--- config.mk ---
export PLATFORM = sky130hd
export DESIGN_NAME = sequential_unary_reduce
export DESIGN_NICKNAME = d
export VERILOG_FILES = /design/src/rtl/unary_reduce_pkg.sv /design/src/rtl/unary_chunk_reduce.sv /design/src/rtl/sequential_unary_reduce.sv
export SDC_FILE = /design/constraint.sdc
export NUM_CORES = 1
export LEC_CHECK = 0
export CAP_MARGIN = 5
export CORE_UTILIZATION = 45
export DETAILED_ROUTE_END_ITERATION = 8
export PLACE_DENSITY = 0.79
export SLEW_MARGIN = 5
export SYNTH_ARGS = -nofsm -noshare
export SYNTH_HDL_FRONTEND = slang
export SYNTH_SLANG_ARGS = --single-unit
--- constraint.sdc ---
create_clock -name clk -period 2.3 [get_ports clk]
set_clock_uncertainty 0.15 [all_clocks]
set_input_delay 0.23 -clock clk [delete_from_list [all_inputs] [get_ports clk]]
set_output_delay 0.23 -clock clk [all_outputs]
set_load 0.03 [all_outputs]
--- src/rtl/unary_reduce_pkg.sv ---
// Shared types and helpers for the sequential unary reduction unit:
// reduction kinds, the latched op record, FSM states and fold identity/absorbing values.
package unary_reduce_pkg;

  typedef enum logic [1:0] {RED_AND, RED_OR, RED_XOR, RED_RSVD} kind_t;

  typedef struct packed {
    logic  inv;
    kind_t kind;
  } op_t;

  typedef enum logic [1:0] {IDLE, RUN, DONE} state_t;

  // Starting accumulator value: AND starts at 1, OR and XOR start at 0.
  function automatic logic identity(kind_t k);
    return (k == RED_AND);
  endfunction

  // Value that pins the result for good: AND at 0, OR at 1 (XOR has none).
  function automatic logic absorbing(kind_t k);
    return (k == RED_OR);
  endfunction

endpackage

--- src/rtl/unary_chunk_reduce.sv ---
// Combinational AND/OR/XOR reduction of one C-bit chunk of the operand.
module unary_chunk_reduce #(
  parameter int C = 8
) (
  input  logic [C-1:0] chunk_i,
  output logic         and_o,
  output logic         or_o,
  output logic         xor_o
);

  assign and_o = &chunk_i;
  assign or_o  = |chunk_i;
  assign xor_o = ^chunk_i;

endmodule

--- src/rtl/sequential_unary_reduce.sv ---
// Multi-cycle unary reducer folding C bits per cycle, LSB chunk first, with valid/ready on both sides.
// Optional macro UNARY_REDUCE_EARLY_EXIT_EN: finish as soon as the accumulator hits the absorbing value.
module sequential_unary_reduce
  import unary_reduce_pkg::*;
#(
  parameter int N = 32,
  parameter int C = 8
) (
  input  logic         clk,
  input  logic         rst_n,
  input  logic         in_valid,
  output logic         in_ready,
  input  logic [N-1:0] in_a,
  input  logic [2:0]   in_op,
  output logic         out_valid,
  input  logic         out_ready,
  output logic         out_c,
  output logic         out_err,
  output logic         busy
);

  localparam int BEATS = N / C;
  localparam int BW    = $clog2(BEATS + 1);
  localparam logic [BW-1:0] LAST_BEAT = BW'(BEATS - 1);

  state_t         state_q, state_d;
  logic [N-1:0]   sh_q, sh_d;
  logic           acc_q, acc_d;
  logic [BW-1:0]  beat_q, beat_d;
  op_t            op_q, op_d;
  logic           err_q, err_d;

  op_t            inOp;
  logic           chunkAnd, chunkOr, chunkXor;
  logic           accFold;
  logic           exitEarly;

  assign inOp = op_t'(in_op);

  unary_chunk_reduce #(.C(C)) u_chunk (
    .chunk_i (sh_q[C-1:0]),
    .and_o   (chunkAnd),
    .or_o    (chunkOr),
    .xor_o   (chunkXor)
  );

  always_comb begin
    case (op_q.kind)
      RED_AND: accFold = acc_q & chunkAnd;
      RED_OR:  accFold = acc_q | chunkOr;
      default: accFold = acc_q ^ chunkXor;
    endcase
  end

`ifdef UNARY_REDUCE_EARLY_EXIT_EN
  assign exitEarly = (op_q.kind != RED_XOR) && (accFold == absorbing(op_q.kind));
`else
  assign exitEarly = 1'b0;
`endif

  always_comb begin
    state_d = state_q;
    sh_d    = sh_q;
    acc_d   = acc_q;
    beat_d  = beat_q;
    op_d    = op_q;
    err_d   = err_q;
    case (state_q)
      IDLE: begin
        if (in_valid) begin
          sh_d    = in_a;
          op_d    = inOp;
          beat_d  = '0;
          acc_d   = identity(inOp.kind);
          err_d   = (inOp.kind == RED_RSVD);
          // Reserved ops skip folding entirely and report an error.
          state_d = (inOp.kind == RED_RSVD) ? DONE : RUN;
        end
      end
      RUN: begin
        acc_d  = accFold;
        sh_d   = sh_q >> C;
        beat_d = beat_q + BW'(1);
        if ((beat_q == LAST_BEAT) || exitEarly) begin
          state_d = DONE;
        end
      end
      DONE: begin
        if (out_ready) begin
          state_d = IDLE;
        end
      end
      default: state_d = IDLE;
    endcase
  end

  always_ff @(posedge clk or negedge rst_n) begin
    if (!rst_n) begin
      state_q <= IDLE;
      sh_q    <= '0;
      acc_q   <= 1'b0;
      beat_q  <= '0;
      op_q    <= '0;
      err_q   <= 1'b0;
    end else begin
      state_q <= state_d;
      sh_q    <= sh_d;
      acc_q   <= acc_d;
      beat_q  <= beat_d;
      op_q    <= op_d;
      err_q   <= err_d;
    end
  end

  assign in_ready  = (state_q == IDLE);
  assign busy      = (state_q != IDLE);
  assign out_valid = (state_q == DONE);
  assign out_c     = out_valid & ~err_q & (acc_q ^ op_q.inv);
  assign out_err   = out_valid & err_q;

endmodule

==> impl_metrics.tcl, run 1 <==
set metrics [dict create \
    status "finished, final reports clean" \
    tightestPinTransition_ps 461.1 \
    cts_root_buf "clkbuf_8" \
    powerDensity_nw_per_um2 1309 \
    finalSetupTns_ps 0 \
    arrival_ps 1840 \
    power_frac_comb_pct 47.7 \
    switching_share_pct 35.92 \
    port_buffers 43 \
    cts_tree "done" \
    drv_cap 0 \
    clk_pin_slew_ps 80 \
    post_cts_resized 0 \
    io_pins 44 \
    worst-path-max-fanout 6 \
    synth_nets 242 \
    grt_antenna_before_repair 0 \
    rsz0062_at_grt "no" \
    totalWireLength_mm 3.686 \
    drcViolationCount 0 \
    synth_sequential_area_ratio_pct 50.76 \
    hold_path.class "input port to asynchronous set/reset pin" \
    syn_area_per_cell_um2 10.73 \
    leakage_nw 1.236 \
    cts_buffers 5 \
    gp_congestion 0.7849 \
    yosys_warnings 0 \
    clkPwrFrac_pct 15.3 \
    slew_headroom_pct 69.26 \
    synth_cell_type_count 30 \
    nets 287 \
    synthArstFlopShare_pct 100.0 \
    synthCells 193 \
    synth_ff_type "dfrtp_1" \
    r2r_cells 6 \
    track_usage_pct 17.12 \
    area_growth_pct 29.79 \
    fmax_ghz 0.4498 \
    clock-sinks 42 \
    peakVddDrop_mv 0.5844 \
    clock_path_buffers 2 \
    setup_viol 0 \
    crit_path_end_kind "output pin" \
    ys_ff_latch 42 \
    cp.required_ps 1920 \
    fin_crit_sh_pct 96.67 \
    core_area_um2 4384 \
    grt.overflow.total 0 \
    pwr-share-seq_pct 37.1 \
    cts_htree_levels 2 \
    clock_latency_ps 280 \
    total_power_mw 3.517 \
    ant_nets 0 \
    slew_violations 0 \
    worstSetupPathType "register to output pin" \
    post-cts-setup-buffer-count 0 \
    grt_pass1_vias 1518 \
    n_antenna_cell 0 \
    synth_edf_count 0 \
    p_sw_mw 1.263 \
    first_pass_iters 4 \
    fill_cells 344 \
    grt_pass1_wl_mm 6.720 \
    fin_crit_ps 2223 \
    num_vias 1456 \
    grt_max_degree 60 \
    syn_area_um2 2071 \
    post-route-util_pct 61.30 \
    drt_iter0_markers 72 \
    viasPerCell 5.003 \
    setup.worst_path.start_class "register" \
    ctsHoldBuffers 1 \
    fp-row-count 24 \
    start_util_pct 47.23 \
    post_drt_wl_per_cell_um 12.67 \
    synth_top_area_share_pct 50.76 \
    hpwl_mm 2.674 \
    die_w_um 69.84 \
    die-area_um2 4877 \
    layout-drive-gt1-share_pct 7.950 \
    power.internal_mw 2.254 \
    synth_area_leaders "dfrtp_1, mux2i_1, ha_1, o21ai_0, nand2_1" \
    yosysTopAreaCell "dfrtp_1" \
    hold_viol 0 \
    dieHeight_um 69.84 \
]
[sequential cells by signal, indices dropped and copies added (netlist names)]
register / count
state_q: 2
op_q: 3
sh_q: 32
beat_q: 3
err_q: 1
acc_q: 1
[cell usage after synthesis (all sizes together) (2+ instances only)]
cell and n:
clkbuf 4, o21ai 29, dfrtp 42, mux2 3
mux2i 24, inv 13, ha 10, a31oi 2
nor2 3, nand2 30, xnor2 3, a22o 9
nand2b 2, buf 7
[final cells by class]
type | count | area (um^2) | area share, %
multi-input combinational | 127 | 902.1 | 33.57
inverter | 13 | 48.80 | 1.816
tap | 52 | 65.06 | 2.421
timing repair buffer | 49 | 510.5 | 18.99
sequential | 42 | 1051 | 39.11
clock buffer | 8 | 110.1 | 4.097
[worst max-delay path: stages, from the launching register on]
cell             delay [ps]
dfrtp_1                 460
nand2b_1                230
nor3_1                  180
clkdlybuf4s50_1         690
[metrics by stage]
stage / hold WS [ps] / std cells / setup WS [ps] / cell area, um^2
CTS: 289.9 / 291 / 68.48 / 2688
finish: 297.7 / 291 / 76.66 / 2688
detailed placement: 69.74 / 282 / 387.3 / 2567
global placement: 70.21 / 282 / 413.3 / 2567
floorplan: -215.6 / 193 / 492.0 / 2071
global route: 326.8 / 291 / 7.382 / 2688
[logic make-up (layout without fill, tap and decap cells)]
kind of cell	after synthesis	in the layout	share of synthesized area (%)
AND/OR/NAND/NOR	42	42	8.641
XOR/XNOR	4	4	2.357
flip-flops	42	42	50.76
AO/OA/AOI/OAI	44	44	12.75
adder cells (fa/ha/maj)	10	10	6.042
buffers and inverters	24	70	6.223
multiplexers	27	27	13.23
[placed cells by master (no fill, tap or decap)]
| cell | instances |
|---|---|
| and2b_1 | 1 |
| o21ai_1 | 5 |
| dlygate4sd3_1 | 1 |
| o211ai_1 | 1 |
| a22o_1 | 9 |
| mux2i_1 | 24 |
| nand2_1 | 30 |
| and2_1 | 1 |
| buf_2 | 1 |
| nor2_1 | 3 |
| nand2b_1 | 2 |
| buf_12 | 3 |
| clkdlybuf4s50_1 | 42 |
| or3_1 | 1 |
| dfrtp_1 | 42 |
| or2_2 | 1 |
| nand4_1 | 1 |
| inv_1 | 13 |
| ha_1 | 10 |
| xnor3_1 | 1 |
| buf_4 | 2 |
| nor3_1 | 1 |
| clkbuf_8 | 8 |
| a21oi_1 | 1 |
| xnor2_1 | 3 |
| o22ai_1 | 1 |
| o21ai_4 | 1 |
| o21ai_0 | 23 |
| a41oi_1 | 1 |
| a31oi_1 | 2 |
| nand3_1 | 1 |
| mux2_2 | 3 |
[power by group through the flow]
stage                     sequential (mW)  clock, mW  combinational (mW)
after floorplan                      1.25          0                1.34
after global placement               1.30          0                1.64
after detailed placement             1.31          0                1.69
after CTS                            1.30      0.551                1.70
after global routing                 1.35      0.586                1.87
final                                1.30      0.537                1.68
[per-layer routing]
metal	vias up	GRT usage, %	wire length (um)
li1	746	-	-
met1	682	22.52	1754
met2	24	27.88	1794
met3	4	4.070	104
met4	0	5.556	32
met5	-	0	0
[final timing paths]
| kind | startpoint | to | slack [ps] |
|---|---|---|---|
| max | state_q[0]$_DFFE_PN0P_ | out_c | 80 |
| min | rst_n | sh_q[20]$_DFFE_PN0P_ | 300 |
| max reg2reg | sh_q[4]$_DFFE_PN0P_ | acc_q$_DFFE_PN0P_ | 490 |
| min reg2reg | sh_q[18]$_DFFE_PN0P_ | sh_q[18]$_DFFE_PN0P_ | 340 |
| max in group asynchronous | rst_n | sh_q[23]$_DFFE_PN0P_ | 1500 |
| min in group clk | sh_q[18]$_DFFE_PN0P_ | sh_q[18]$_DFFE_PN0P_ | 340 |
No activity file was read; power rests on OpenSTA's default activity.
==> run 2: changes to the inputs <==
- CTS_CLUSTER_SIZE: default -> 14
- PLACE_DENSITY: 0.79 -> 0.73
==> impl_metrics.tcl, run 2 (same netlist as run 1, synthesis figures left out) <==
set metrics [dict create \
    powerDensity_nw_per_um2 1284 \
    regMostFlops "sh_q" \
    slew_headroom_pct 59.54 \
    reg_top3 "sh_q (32), beat_q (3), op_q (3)" \
    gp_congestion 0.7976 \
    largest_register_ff_count 32 \
    cp-startpoint "state_q[0]$_DFFE_PN0P_" \
    hold_viol 0 \
    nets 287 \
    post_drt_wl_per_cell_um 12.79 \
    worstSetupPathType "register to output pin" \
    cts_tree "done" \
    grt_pass1_wl_mm 6.492 \
    grt_antenna_before_repair 0 \
    hold_path.class "input port to asynchronous set/reset pin" \
    worst-path-max-fanout 6 \
    totalWireLength_mm 3.721 \
    final_cells 291 \
    whs_ps 323.9 \
    wl_met3_um 120 \
    crit_path_end_kind "output pin" \
    arrival_ps 1770 \
    seq_area_um2 1051 \
    post-route-util_pct 60.36 \
    cp.required_ps 1920 \
    dieHeight_um 69.84 \
    track_usage_pct 16.95 \
    n_antenna_cell 0 \
    core_area_um2 4384 \
    leakage_nw 1.236 \
    drt-met1-wl_mm 1.749 \
    layout_common_cells "dfrtp_1, clkdlybuf4s50_1, nand2_1, mux2i_1, o21ai_0" \
    routed.top_layer "met4" \
    fp-row-count 24 \
    ant_nets 0 \
    clk_pin_slew_ps 80 \
    drcViolationCount 0 \
    fin_crit_ps 2146 \
    tightestPinTransition_ps 606.8 \
    fin_crit_sh_pct 93.33 \
    status "finished, final reports clean" \
    layout-drive-gt1-share_pct 7.531 \
    hpwl_mm 2.700 \
    post-cts-setup-buffer-count 0 \
    timing.rr.start "sh_q[4]$_DFFE_PN0P_" \
    clock_path_buffers 2 \
    first_pass_iters 4 \
    area_growth_pct 27.79 \
    grt_max_degree 60 \
    clock_latency_ps 290 \
    cts_root_buf "clkbuf_8" \
    die_w_um 69.84 \
    place_inst 282 \
    setup.worst_path.start_class "register" \
    viasPerCell 5.058 \
    grt.overflow.total 0 \
    rsz0062_at_grt "no" \
    start_util_pct 47.23 \
    setup_viol 0 \
    num_vias 1472 \
    finalSetupTns_ps 0 \
    cts_buffers 5 \
    io_pins 44 \
    fmax_ghz 0.4659 \
    fill_cells 378 \
    mostFrequentLayoutCell "dfrtp_1" \
    port_buffers 43 \
    grt_pass1_vias 1408 \
    drv_cap 0 \
    die-area_um2 4877 \
    clock-sinks 42 \
    peakVddDrop_mv 0.6251 \
    drt_iter0_markers 79 \
    wl_met2_mm 1.808 \
    cts_htree_levels 2 \
    slew_violations 0 \
    multi_input_area_um2 902.1 \
]
[run 2: worst paths after layout]
path / cells past startpoint / slack, ps / endpoint
worst max-delay path: 3 / 150 / out_err
worst min-delay path: 2 / 320 / beat_q[0]$_DFFE_PN0P_
worst max register to register: 6 / 530 / acc_q$_DFFE_PN0P_
worst min register to register: 2 / 330 / sh_q[22]$_DFFE_PN0P_
max in group asynchronous: 3 / 1110 / sh_q[27]$_DFFE_PN0P_
min in group clk: 2 / 330 / sh_q[22]$_DFFE_PN0P_
[run 2: critical path, cell delays in order (launching register included)]
cell and delay [ps]:
dfrtp_1 450, nand2b_1 240, nor2_1 110, clkdlybuf4s50_1 670
[run 2: timing repair]
action                                 CTS  global route
setup endpoints to repair                0             1
endpoints found under the hold margin   26             0
gates resized for setup                  0             1
hold buffers                             1             0
[run 2: layout make-up]
class	instances	area share, %
clock buffers	7	3.262
flip-flops and latches	42	39.72
multi-input cells	127	34.09
repair buffers	49	18.44
clock inverters	1	0.1891
inverters	13	1.844
well taps	52	2.459
[run 2: report_power, final]
group,leakage (nW),internal [mW],switching (mW)
registers,0.528,1.08,0.223
logic,0.660,0.832,0.782
clock network,0.0482,0.242,0.242
total,1.24,2.15,1.25
[run 2: through the flow]
| stage | total power [mW] | setup slack (ps) | cell area [um^2] |
|---|---|---|---|
| floorplan | 2.588 | 492.0 | 2071 |
| global placement | 2.891 | 411.8 | 2542 |
| detailed placement | 2.950 | 379.4 | 2542 |
| CTS | 3.452 | 30.59 | 2644 |
| global route | 3.697 | 91.10 | 2646 |
| finish | 3.398 | 153.5 | 2646 |
[run 2: layer usage]
metal  global-route usage (%)  vias to the layer above
met5                        0                        -
met4                    5.333                        0
li1                         -                      742
met3                    4.360                        5
met1                    22.87                      698
met2                    26.82                       27
